**src/rtl/fifo_pkg.sv**
```systemverilog
// ============================================================================
// Module      : fifo_pkg
// Description : Width helpers and the registered handshake-status type shared
//               by fifo_prog_thresh and its assertion checker.
// Revision    : 1.0 - initial release
// ============================================================================
`default_nettype none

package fifo_pkg;

  function automatic int cnt_w(input int depth);
    return $clog2(depth) + 1;
  endfunction

  function automatic int ptr_w(input int depth);
    return $clog2(depth);
  endfunction

  typedef struct packed {
    logic wr_ack;
    logic overflow;
    logic underflow;
  } fifo_status_t;

endpackage

`default_nettype wire

```
**src/rtl/fifo_prog_thresh_sva.sv**
```systemverilog
// ============================================================================
// Module      : fifo_prog_thresh_sva
// Description : Passive protocol checker for fifo_prog_thresh; every property
//               has a companion cover. Instantiated when FIFO_ASSERT_EN is set.
// Revision    : 1.0 - initial release
// ============================================================================
`default_nettype none

module fifo_prog_thresh_sva
  import fifo_pkg::*;
#(
  parameter  int FIFO_WIDTH = 16,
  parameter  int FIFO_DEPTH = 8,
  localparam int CW         = cnt_w(FIFO_DEPTH)
) (
  input logic                  clk,
  input logic                  rst_n,
  input logic [FIFO_WIDTH-1:0] data_in,
  input logic                  wr_en,
  input logic                  rd_en,
  input logic [CW-1:0]         af_thresh,
  input logic [CW-1:0]         ae_thresh,
  input logic                  hwm_clr,
  input logic [FIFO_WIDTH-1:0] data_out,
  input logic                  wr_ack,
  input logic                  overflow,
  input logic                  underflow,
  input logic                  full,
  input logic                  empty,
  input logic                  almostfull,
  input logic                  almostempty,
  input logic [CW-1:0]         count,
  input logic [CW-1:0]         hwm
);

  localparam logic [CW-1:0] C_DEPTH = CW'(FIFO_DEPTH);

  a_full:  assert property (@(posedge clk) disable iff (!rst_n) full == (count == C_DEPTH));
  a_empty: assert property (@(posedge clk) disable iff (!rst_n) empty == (count == '0));
  a_af:    assert property (@(posedge clk) disable iff (!rst_n)
                            almostfull == ((count >= af_thresh) && !full));
  a_ae:    assert property (@(posedge clk) disable iff (!rst_n)
                            almostempty == ((count <= ae_thresh) && !empty));
  a_ovf:   assert property (@(posedge clk) disable iff (!rst_n) (full && wr_en) |=> overflow);
  a_udf:   assert property (@(posedge clk) disable iff (!rst_n) (empty && rd_en) |=> underflow);
  a_range: assert property (@(posedge clk) disable iff (!rst_n) count <= C_DEPTH);
  a_step:  assert property (@(posedge clk) disable iff (!rst_n)
                            (count == $past(count)) || (count == $past(count) + CW'(1)) ||
                            (count == $past(count) - CW'(1)));
  a_hwm:   assert property (@(posedge clk) disable iff (!rst_n) hwm >= count);
  a_clr:   assert property (@(posedge clk) disable iff (!rst_n) hwm_clr |=> (hwm == count));
  a_hold:  assert property (@(posedge clk) disable iff (!rst_n)
                            !(rd_en && !empty) |=> $stable(data_out));
  a_ack:   assert property (@(posedge clk) disable iff (!rst_n)
                            (wr_en && !full) |=> (wr_ack && !$isunknown($past(data_in))));

  c_full:  cover property (@(posedge clk) disable iff (!rst_n) full);
  c_empty: cover property (@(posedge clk) disable iff (!rst_n) empty && wr_en);
  c_af:    cover property (@(posedge clk) disable iff (!rst_n) almostfull);
  c_ae:    cover property (@(posedge clk) disable iff (!rst_n) almostempty);
  c_ovf:   cover property (@(posedge clk) disable iff (!rst_n) (full && wr_en) ##1 overflow);
  c_udf:   cover property (@(posedge clk) disable iff (!rst_n) (empty && rd_en) ##1 underflow);
  c_range: cover property (@(posedge clk) disable iff (!rst_n) count == C_DEPTH);
  c_step:  cover property (@(posedge clk) disable iff (!rst_n) count != $past(count));
  c_hwm:   cover property (@(posedge clk) disable iff (!rst_n) hwm > count);
  c_clr:   cover property (@(posedge clk) disable iff (!rst_n) hwm_clr ##1 (hwm == count));
  c_hold:  cover property (@(posedge clk) disable iff (!rst_n) rd_en && empty);
  c_ack:   cover property (@(posedge clk) disable iff (!rst_n) wr_ack);

endmodule

`default_nettype wire

```
**src/rtl/fifo_prog_thresh.sv**
```systemverilog
// ============================================================================
// Module      : fifo_prog_thresh
// Description : Synchronous FIFO (any depth >= 2) with run-time almost-full /
//               almost-empty thresholds, registered handshake status and a
//               clearable high-water mark. Define FIFO_ASSERT_EN to embed
//               the fifo_prog_thresh_sva checker.
// Revision    : 1.0 - initial release
// ============================================================================
`default_nettype none

module fifo_prog_thresh
  import fifo_pkg::*;
#(
  parameter  int FIFO_WIDTH = 16,
  parameter  int FIFO_DEPTH = 8,
  localparam int CW         = cnt_w(FIFO_DEPTH)
) (
  input  logic                  clk,
  input  logic                  rst_n,
  input  logic [FIFO_WIDTH-1:0] data_in,
  input  logic                  wr_en,
  input  logic                  rd_en,
  input  logic [CW-1:0]         af_thresh,
  input  logic [CW-1:0]         ae_thresh,
  input  logic                  hwm_clr,
  output logic [FIFO_WIDTH-1:0] data_out,
  output logic                  wr_ack,
  output logic                  overflow,
  output logic                  underflow,
  output logic                  full,
  output logic                  empty,
  output logic                  almostfull,
  output logic                  almostempty,
  output logic [CW-1:0]         count,
  output logic [CW-1:0]         hwm
);

  localparam int              PW      = ptr_w(FIFO_DEPTH);
  localparam logic [CW-1:0]   C_DEPTH = CW'(FIFO_DEPTH);
  localparam logic [PW-1:0]   C_LAST  = PW'(FIFO_DEPTH - 1);

  logic [FIFO_WIDTH-1:0] mem_q [FIFO_DEPTH];
  logic [PW-1:0]         wr_ptr_q, wr_ptr_d, rd_ptr_q, rd_ptr_d;
  logic [CW-1:0]         count_q, count_d, hwm_q, hwm_d;
  logic [FIFO_WIDTH-1:0] data_out_q, data_out_d;
  fifo_status_t          status_q, status_d;
  logic                  wr_accept, rd_accept;

  assign full        = (count_q == C_DEPTH);
  assign empty       = (count_q == '0);
  assign almostfull  = (count_q >= af_thresh) && !full;
  assign almostempty = (count_q <= ae_thresh) && !empty;
  assign wr_accept   = wr_en && !full;
  assign rd_accept   = rd_en && !empty;

  always_comb begin
    wr_ptr_d   = wr_ptr_q;
    rd_ptr_d   = rd_ptr_q;
    count_d    = count_q;
    data_out_d = data_out_q;
    status_d   = '{wr_ack: wr_accept, overflow: wr_en && full, underflow: rd_en && empty};

    // Explicit wrap keeps non-power-of-two depths inside the array.
    if (wr_accept) wr_ptr_d = (wr_ptr_q == C_LAST) ? '0 : wr_ptr_q + PW'(1);
    if (rd_accept) begin
      rd_ptr_d   = (rd_ptr_q == C_LAST) ? '0 : rd_ptr_q + PW'(1);
      data_out_d = mem_q[rd_ptr_q];
    end

    unique case ({wr_accept, rd_accept})
      2'b10:   count_d = count_q + CW'(1);
      2'b01:   count_d = count_q - CW'(1);
      default: count_d = count_q;
    endcase

    if (hwm_clr || (count_d > hwm_q)) hwm_d = count_d;
    else                              hwm_d = hwm_q;
  end

  always_ff @(posedge clk or negedge rst_n) begin
    if (!rst_n) begin
      wr_ptr_q   <= '0;
      rd_ptr_q   <= '0;
      count_q    <= '0;
      hwm_q      <= '0;
      data_out_q <= '0;
      status_q   <= '0;
    end else begin
      wr_ptr_q   <= wr_ptr_d;
      rd_ptr_q   <= rd_ptr_d;
      count_q    <= count_d;
      hwm_q      <= hwm_d;
      data_out_q <= data_out_d;
      status_q   <= status_d;
    end
  end

  always_ff @(posedge clk) begin
    if (wr_accept) mem_q[wr_ptr_q] <= data_in;
  end

  assign data_out  = data_out_q;
  assign wr_ack    = status_q.wr_ack;
  assign overflow  = status_q.overflow;
  assign underflow = status_q.underflow;
  assign count     = count_q;
  assign hwm       = hwm_q;

`ifdef FIFO_ASSERT_EN
  fifo_prog_thresh_sva #(
    .FIFO_WIDTH (FIFO_WIDTH),
    .FIFO_DEPTH (FIFO_DEPTH)
  ) u_sva (
    .clk         (clk),
    .rst_n       (rst_n),
    .data_in     (data_in),
    .wr_en       (wr_en),
    .rd_en       (rd_en),
    .af_thresh   (af_thresh),
    .ae_thresh   (ae_thresh),
    .hwm_clr     (hwm_clr),
    .data_out    (data_out),
    .wr_ack      (wr_ack),
    .overflow    (overflow),
    .underflow   (underflow),
    .full        (full),
    .empty       (empty),
    .almostfull  (almostfull),
    .almostempty (almostempty),
    .count       (count),
    .hwm         (hwm)
  );
`else
  // Checker not built; datapath is identical either way.
`endif

endmodule

`default_nettype wire

```
**config.mk**
```make
export PLATFORM = sky130hd
export DESIGN_NAME = fifo_prog_thresh
export DESIGN_NICKNAME = d
export VERILOG_FILES = /design/src/rtl/fifo_pkg.sv /design/src/rtl/fifo_prog_thresh_sva.sv /design/src/rtl/fifo_prog_thresh.sv
export SDC_FILE = /design/constraint.sdc
export NUM_CORES = 1
export LEC_CHECK = 0
export ABC_AREA = 1
export BUFFER_PORTS_ARGS = -buffer_cell sky130_fd_sc_hd__buf_2
export CAP_MARGIN = 20
export CORE_ASPECT_RATIO = 1.25
export CORE_MARGIN = 5
export CORE_UTILIZATION = 30
export CTS_CLUSTER_DIAMETER = 30
export CTS_CLUSTER_SIZE = 30
export DETAILED_ROUTE_END_ITERATION = 12
export SYNTH_ARGS = -nofsm -noshare
export SYNTH_HDL_FRONTEND = slang
export SYNTH_SLANG_ARGS = --single-unit
```
**constraint.sdc**
```tcl
create_clock -name clk -period 5.3 [get_ports clk]
set_input_delay 1.06 -clock clk [delete_from_list [all_inputs] [get_ports clk]]
set_output_delay 1.06 -clock clk [all_outputs]
set_load 0.005 [all_outputs]
```
# [Word-level counts from Yosys, hierarchy flattened]
# Memories as Yosys holds them, arrays and structs flattened. A register that Yosys moved wholly into a read port is not among the register bits.
# Index checks and enable logic that the tools add are counted.
[word_totals] ff_bits=17 ramBits=128 elab_cells=36 memories=1
[classes] n_addsub=4 magnitude_cmp=3 n_eq_ne=5 muxes=5 reduce_logical=11
[mem_list] memory="mem_q" words=8 word_bits=16 read_ports=1 rd_ports_with_merged_regs=1 write_ports=1 line="fifo_prog_thresh.sv:42" rtl="logic [FIFO_WIDTH-1:0] mem_q [FIFO_DEPTH];"
[ops] operator="4-bit case mux with 2 select lines" count=1
[ops] operator="3-bit by 1-bit adder with 3-bit output, second input constant" count=2
[ops] operator="3-bit equality test, second input constant" count=2
[ops] operator="1-bit logical AND" count=6
[ops] operator="3-bit 2-to-1 mux" count=2
[ops] operator="4-bit by 1-bit adder with 4-bit output, second input constant" count=1
[ops] operator="4-bit equality test, second input constant" count=1
[ops] operator="4-bit >= comparator" count=1
[ops] operator="4-bit greater-than comparator" count=1
[ops] operator="4-bit <= comparator" count=1
[ops] operator="4-bit zero test" count=1
[ops] operator="4-bit by 1-bit subtractor with 4-bit output, second input constant" count=1
[ops] operator="1-bit zero test" count=3
[ops] operator="2-bit by 1-bit equality test with 1-bit output, second input constant" count=1
[ops] operator="2-bit equality test, second input constant" count=1
[ops] operator="1-bit 2-to-1 mux" count=2
[ops] operator="1-bit logical OR" count=1

# [Logic depth before layout (Yosys ltp)]
[depth] word_depth=7 depth_mapped=24 depth_no_buf=24

# [Worst setup path before layout]
# Ideal clock, no wire load.
[synth_timing] kind="input-to-reg" from="input rd_en" to="register hwm_q[0] (netlist: hwm[0])" arrival_ns=3.146 required_time_ns=5.174 path_slack_ns=2.028 stages=17 n_path_buf=1 cell_sequence="inv_1 a21oi_4 clkbuf_1 ha_1 inv_1 nand3_1 o21ai_0 inv_1 ha_1 nand2_1 o21bai_1 nand2_1 o21ai_0 nand2_1 inv_1 nand2_1 o21ai_0"
[synth_via] elab_chain_cells=5 word_cells_on_any_way=6 cone_classes="order compare: 1; eq/ne: 2; mux: 1; reduce/logical: 2"
[synth_lines] item="start, declared" line="fifo_prog_thresh.sv:22" rtl="input logic rd_en,"
[synth_lines] item="1-bit logical AND *" line="fifo_prog_thresh.sv:54" rtl="assign rd_accept = rd_en && !empty;"
[synth_lines] item="2-bit by 1-bit equality test with 1-bit output or 2-bit equality test (tied branches)" line="fifo_prog_thresh.sv:70" rtl="unique case ({wr_accept, rd_accept})"
[synth_lines] item="4-bit case mux with 2 select lines *" line="fifo_prog_thresh.sv:70"
[synth_lines] item="net count_d[2]" line="fifo_prog_thresh.sv:44" rtl="logic [CW-1:0] count_q, count_d, hwm_q, hwm_d;"
[synth_lines] item="4-bit greater-than comparator *" line="fifo_prog_thresh.sv:76" rtl="if (hwm_clr || (count_d > hwm_q)) hwm_d = count_d;"
[synth_lines] item="1-bit logical OR *" line="fifo_prog_thresh.sv:76"
[synth_lines] item="end signal, assigned" line="fifo_prog_thresh.sv:92" rtl="hwm_q <= hwm_d;"
[synth_lines] item="end, declared" line="fifo_prog_thresh.sv:44"
# The timed path passes the listed nets; every way through them passes the cells marked *.
# A chain may end at the register's enable or synchronous reset.

# [Worst setup path after layout]
[layout_timing] from="input af_thresh[1]" to="output almostfull"
[layout_via] elab_chain_cells=2
[layout_lines] item="start, declared" line="fifo_prog_thresh.sv:23" rtl="input logic [CW-1:0] af_thresh,"
[layout_lines] item="4-bit >= comparator" line="fifo_prog_thresh.sv:51" rtl="assign almostfull = (count_q >= af_thresh) && !full;"
[layout_lines] item="1-bit logical AND" line="fifo_prog_thresh.sv:51"
[layout_lines] item="end, declared" line="fifo_prog_thresh.sv:32" rtl="output logic almostfull,"
# Every way passes these cells.

==> flow_metrics.py <==
metrics = {
    "route": {
        "avgRoutedWirePerCell_microns": 16.7,
        "drc": 0,
        "drt-total-wl_microns": 15100,
        "dr.pass1.iters": 4,
        "ant_nets": 0,
        "drt_iter0_markers": 255,
        "vias": 4287,
        "viasPerCell": 4.74,
    },
    "yosys": {
        "syn_nets": 590,
        "syn_area_per_cell_sq_um": 12.2,
        "synth_seq_cells": 161,
        "ys_seq_area_share_pct": 70.3,
        "synth_warnings": 0,
        "synth_cells": 543,
        "yosys.area.top_type": "edfxtp_1",
        "syn-cell-area_sq_mm": 0.00664,
        "synth_cell_type_count": 28,
        "yosys-top-cells-area": "edfxtp_1 58%, dfrtp_1 12%, o21ai_0 5.6%",
        "yosys.area.top_type_share_pct": 57.9,
    },
    "run": {
        "drv_cap": 0,
    },
    "setup_path": {
        "required_ns": 4.24,
        "r2r_cells": 21,
        "startpoint_type": "input pin",
        "worstSetupPathType": "input pin to primary output",
        "r2r-end": "hwm[0]",
        "cp_max_fo": 1,
        "end_kind": "primary output",
        "rr_startpoint": "count[3]",
        "crit_arrival_ns": 2.19,
        "reg2reg_slack_ns": 2.24,
    },
    "placement": {
        "dp_hpwl_microns": 8650,
        "gp_routability_congestion": 0.732,
        "dpl_cell_area_sq_mm": 0.00729,
        "port-buffer-count": 59,
    },
    "timing": {
        "tightest_slew_ns": 1.11,
        "max_freq_mhz": 308,
        "setup_viol_count_final": 0,
        "slew_headroom_pct": 25.7,
        "rsz0062_at_grt": "no",
        "fin_crit_ns": 3.25,
        "setup_tns_ns": 0,
        "fin_crit_sh_pct": 61.3,
        "final_max_slew_viol_count": 0,
        "hold_violations": 0,
        "skew_ns": 0.0102,
    },
    "power_and_ir_drop": {
        "power.switching_w": 0.00153,
        "power.share.clock_pct": 29.8,
        "swShare_pct": 33.5,
        "p_comb_share_pct": 31.5,
        "power.internal_w": 0.00303,
        "vdd.ir_drop.worst_mv": 0.238,
        "p_per_area_mw_per_mm2": 573,
        "seqPwrFrac_pct": 38.6,
        "leakagePower_nw": 3.09,
    },
    "clock_tree": {
        "clk_latency_ns": 0.42,
        "cts-hold-fix-buffers": 0,
        "post_cts_resized": 0,
        "clock_sinks": 161,
        "tritoncts": "yes",
        "cts.clk_slew.worst_paths_ns": 0.06,
        "cts_root_buffer": "clkbuf_16",
        "cts_made_buffers": 17,
        "postCtsSetupBuffers": 0,
        "htreeDepth": 4,
        "clk_path_buf_depth": 2,
    },
    "floorplan": {
        "start_util_pct": 30.1,
        "dieArea_sq_mm": 0.0252,
        "core_sq_mm": 0.0221,
        "die_w_microns": 143,
        "rows": 61,
        "ios": 60,
        "die_h_microns": 176,
    },
    "finish": {
        "area_delta_synth_final_pct": 19.6,
        "antenna-diode-count": 0,
        "post_route_cells_drive_above_1_share_pct": 18.0,
        "final_cell_area_sq_mm": 0.00795,
        "finalNetCount": 655,
    },
    "grt": {
        "antenna_found_initial": 1,
        "grt_pass1_vias": 4307,
        "grt_pass1_wl_microns": 23500,
        "grt_overflow": 0,
        "grt_max_degree": 66,
        "grt_util_all_layers_pct": 12.3,
    },
    "min_path": {
        "whs_endpoint": "data_out[8]",
        "min_path_cells": 2,
        "hold_path_class": "flop to flop",
        "hp-start": "data_out[8]",
    },
    "run_status": {
        "status": "completed",
    },
}
[state kept, by name (all words and copies together), names as in the netlist]
| name | flops |
|---|---|
| mem_q | 128 |
| data_out | 16 |
| count | 4 |
| hwm | 4 |
| rd_ptr_q | 3 |
| wr_ptr_q | 3 |
| overflow | 1 |
| underflow | 1 |
| wr_ack | 1 |
[critical path, cell delays in order]
cell and delay [ns]:
buf_2 0.08, inv_1 0.03, ha_1 0.27, a21boi_0 0.13
o21a_1 0.17, o21a_1 0.16, o21ai_0 0.13, inv_1 0.05
buf_2 0.12
[metal layers]
metal  vias to the layer above  wire, microns  GRT usage [%]
met5                         -             11              0
met4                         2            115           2.85
met3                        13            871           3.47
met2                       102           7390           20.4
met1                      2096           6720           15.9
li1                       2074              -              -
[stage by stage]
step | hold slack [ns] | worst slack (ns) | utilization, % | total power [W] | instances
floorplan | 0.473 | 2.03 | - | 0.00273 | 543
global placement | 0.461 | 1.79 | 33.0 | 0.00321 | 872
detailed placement | 0.465 | 1.69 | 33.0 | 0.00323 | 872
CTS | 0.481 | 2.04 | 36.0 | 0.00460 | 904
global route | 0.500 | 1.81 | 36.0 | 0.00486 | 904
finish | 0.479 | 2.05 | 36.0 | 0.00455 | 904
[power by group through the flow]
stage	Sequential [W]	Combinational (W)	Clock [W]
final	0.00176	0.00144	0.00136
after floorplan	0.00177	0.000958	0
after global placement	0.00178	0.00143	0
after global routing	0.00179	0.00164	0.00143
after detailed placement	0.00178	0.00145	0
after CTS	0.00176	0.00146	0.00138
[kinds of logic after synthesis]
kind of cell             after synthesis  share of synthesized area, %
AO/OA/AOI/OAI                        137                          12.5
adder cells (fa/ha/maj)               18                          3.39
XOR/XNOR                               2                         0.264
flip-flops                           161                          70.3
AND/OR/NAND/NOR                      158                          9.66
buffers and inverters                 67                          3.90
[layout make-up]
type	instances	area, sq um
Clock inverter	11	210
Timing Repair Buffer	72	393
Multi-Input combinational cell	315	1720
Fill cell	2112	14100
Inverter	41	154
Tap cell	283	354
Sequential cell	161	4670
Clock buffer	21	450
[cell usage in the layout, fill, tap and decap left out, types with 2 or more instances in the layout]
cell / n
ha_1: 18
dfrtp_1: 32
nor2_1: 80
o211ai_1: 17
clkinv_2: 2
o21ai_1: 2
nor2_2: 2
nand2_4: 2
o21a_1: 2
nand2_1: 60
buf_2: 59
bufinv_16: 6
inv_1: 40
a21oi_1: 6
nand3_1: 8
nand2_2: 3
clkbuf_1: 3
buf_4: 13
o22ai_1: 17
o221ai_1: 16
o21ai_0: 74
edfxtp_1: 128
clkbuf_16: 17
[Yosys cell counts]
| cell type | count |
|---|---|
| edfxtp_1 | 128 |
| nor2_1 | 80 |
| o21ai_0 | 74 |
| nand2_1 | 60 |
| inv_1 | 40 |
| dfrtp_1 | 33 |
| clkbuf_1 | 20 |
| ha_1 | 18 |
| o211ai_1 | 17 |
| o22ai_1 | 17 |
| o221ai_1 | 16 |
| nand3_1 | 8 |
| a21oi_1 | 6 |
| buf_2 | 6 |
| nand2_2 | 3 |
| nand2_4 | 2 |
| nor2_2 | 2 |
| o21a_1 | 2 |
| o21ai_1 | 2 |
| a21boi_0 | 1 |
| a21oi_4 | 1 |
| inv_2 | 1 |
| nand3_2 | 1 |
| nand4_1 | 1 |
| o21bai_1 | 1 |
| or2_2 | 1 |
| xnor2_1 | 1 |
| xor2_1 | 1 |
[how the worst max path moves through the flow]
stage	start	depth (start not counted)	slack, ns	to
after detailed placement	rd_en	22	1.69	hwm[0]
after global placement	rd_en	22	1.79	hwm[0]
after global routing	rd_en	22	1.81	hwm[0]
after CTS	af_thresh[1]	9	2.04	almostfull
final	af_thresh[1]	9	2.05	almostfull
after floorplan	rd_en	17	2.03	hwm[0]
(Power assumes the default switching activity.)
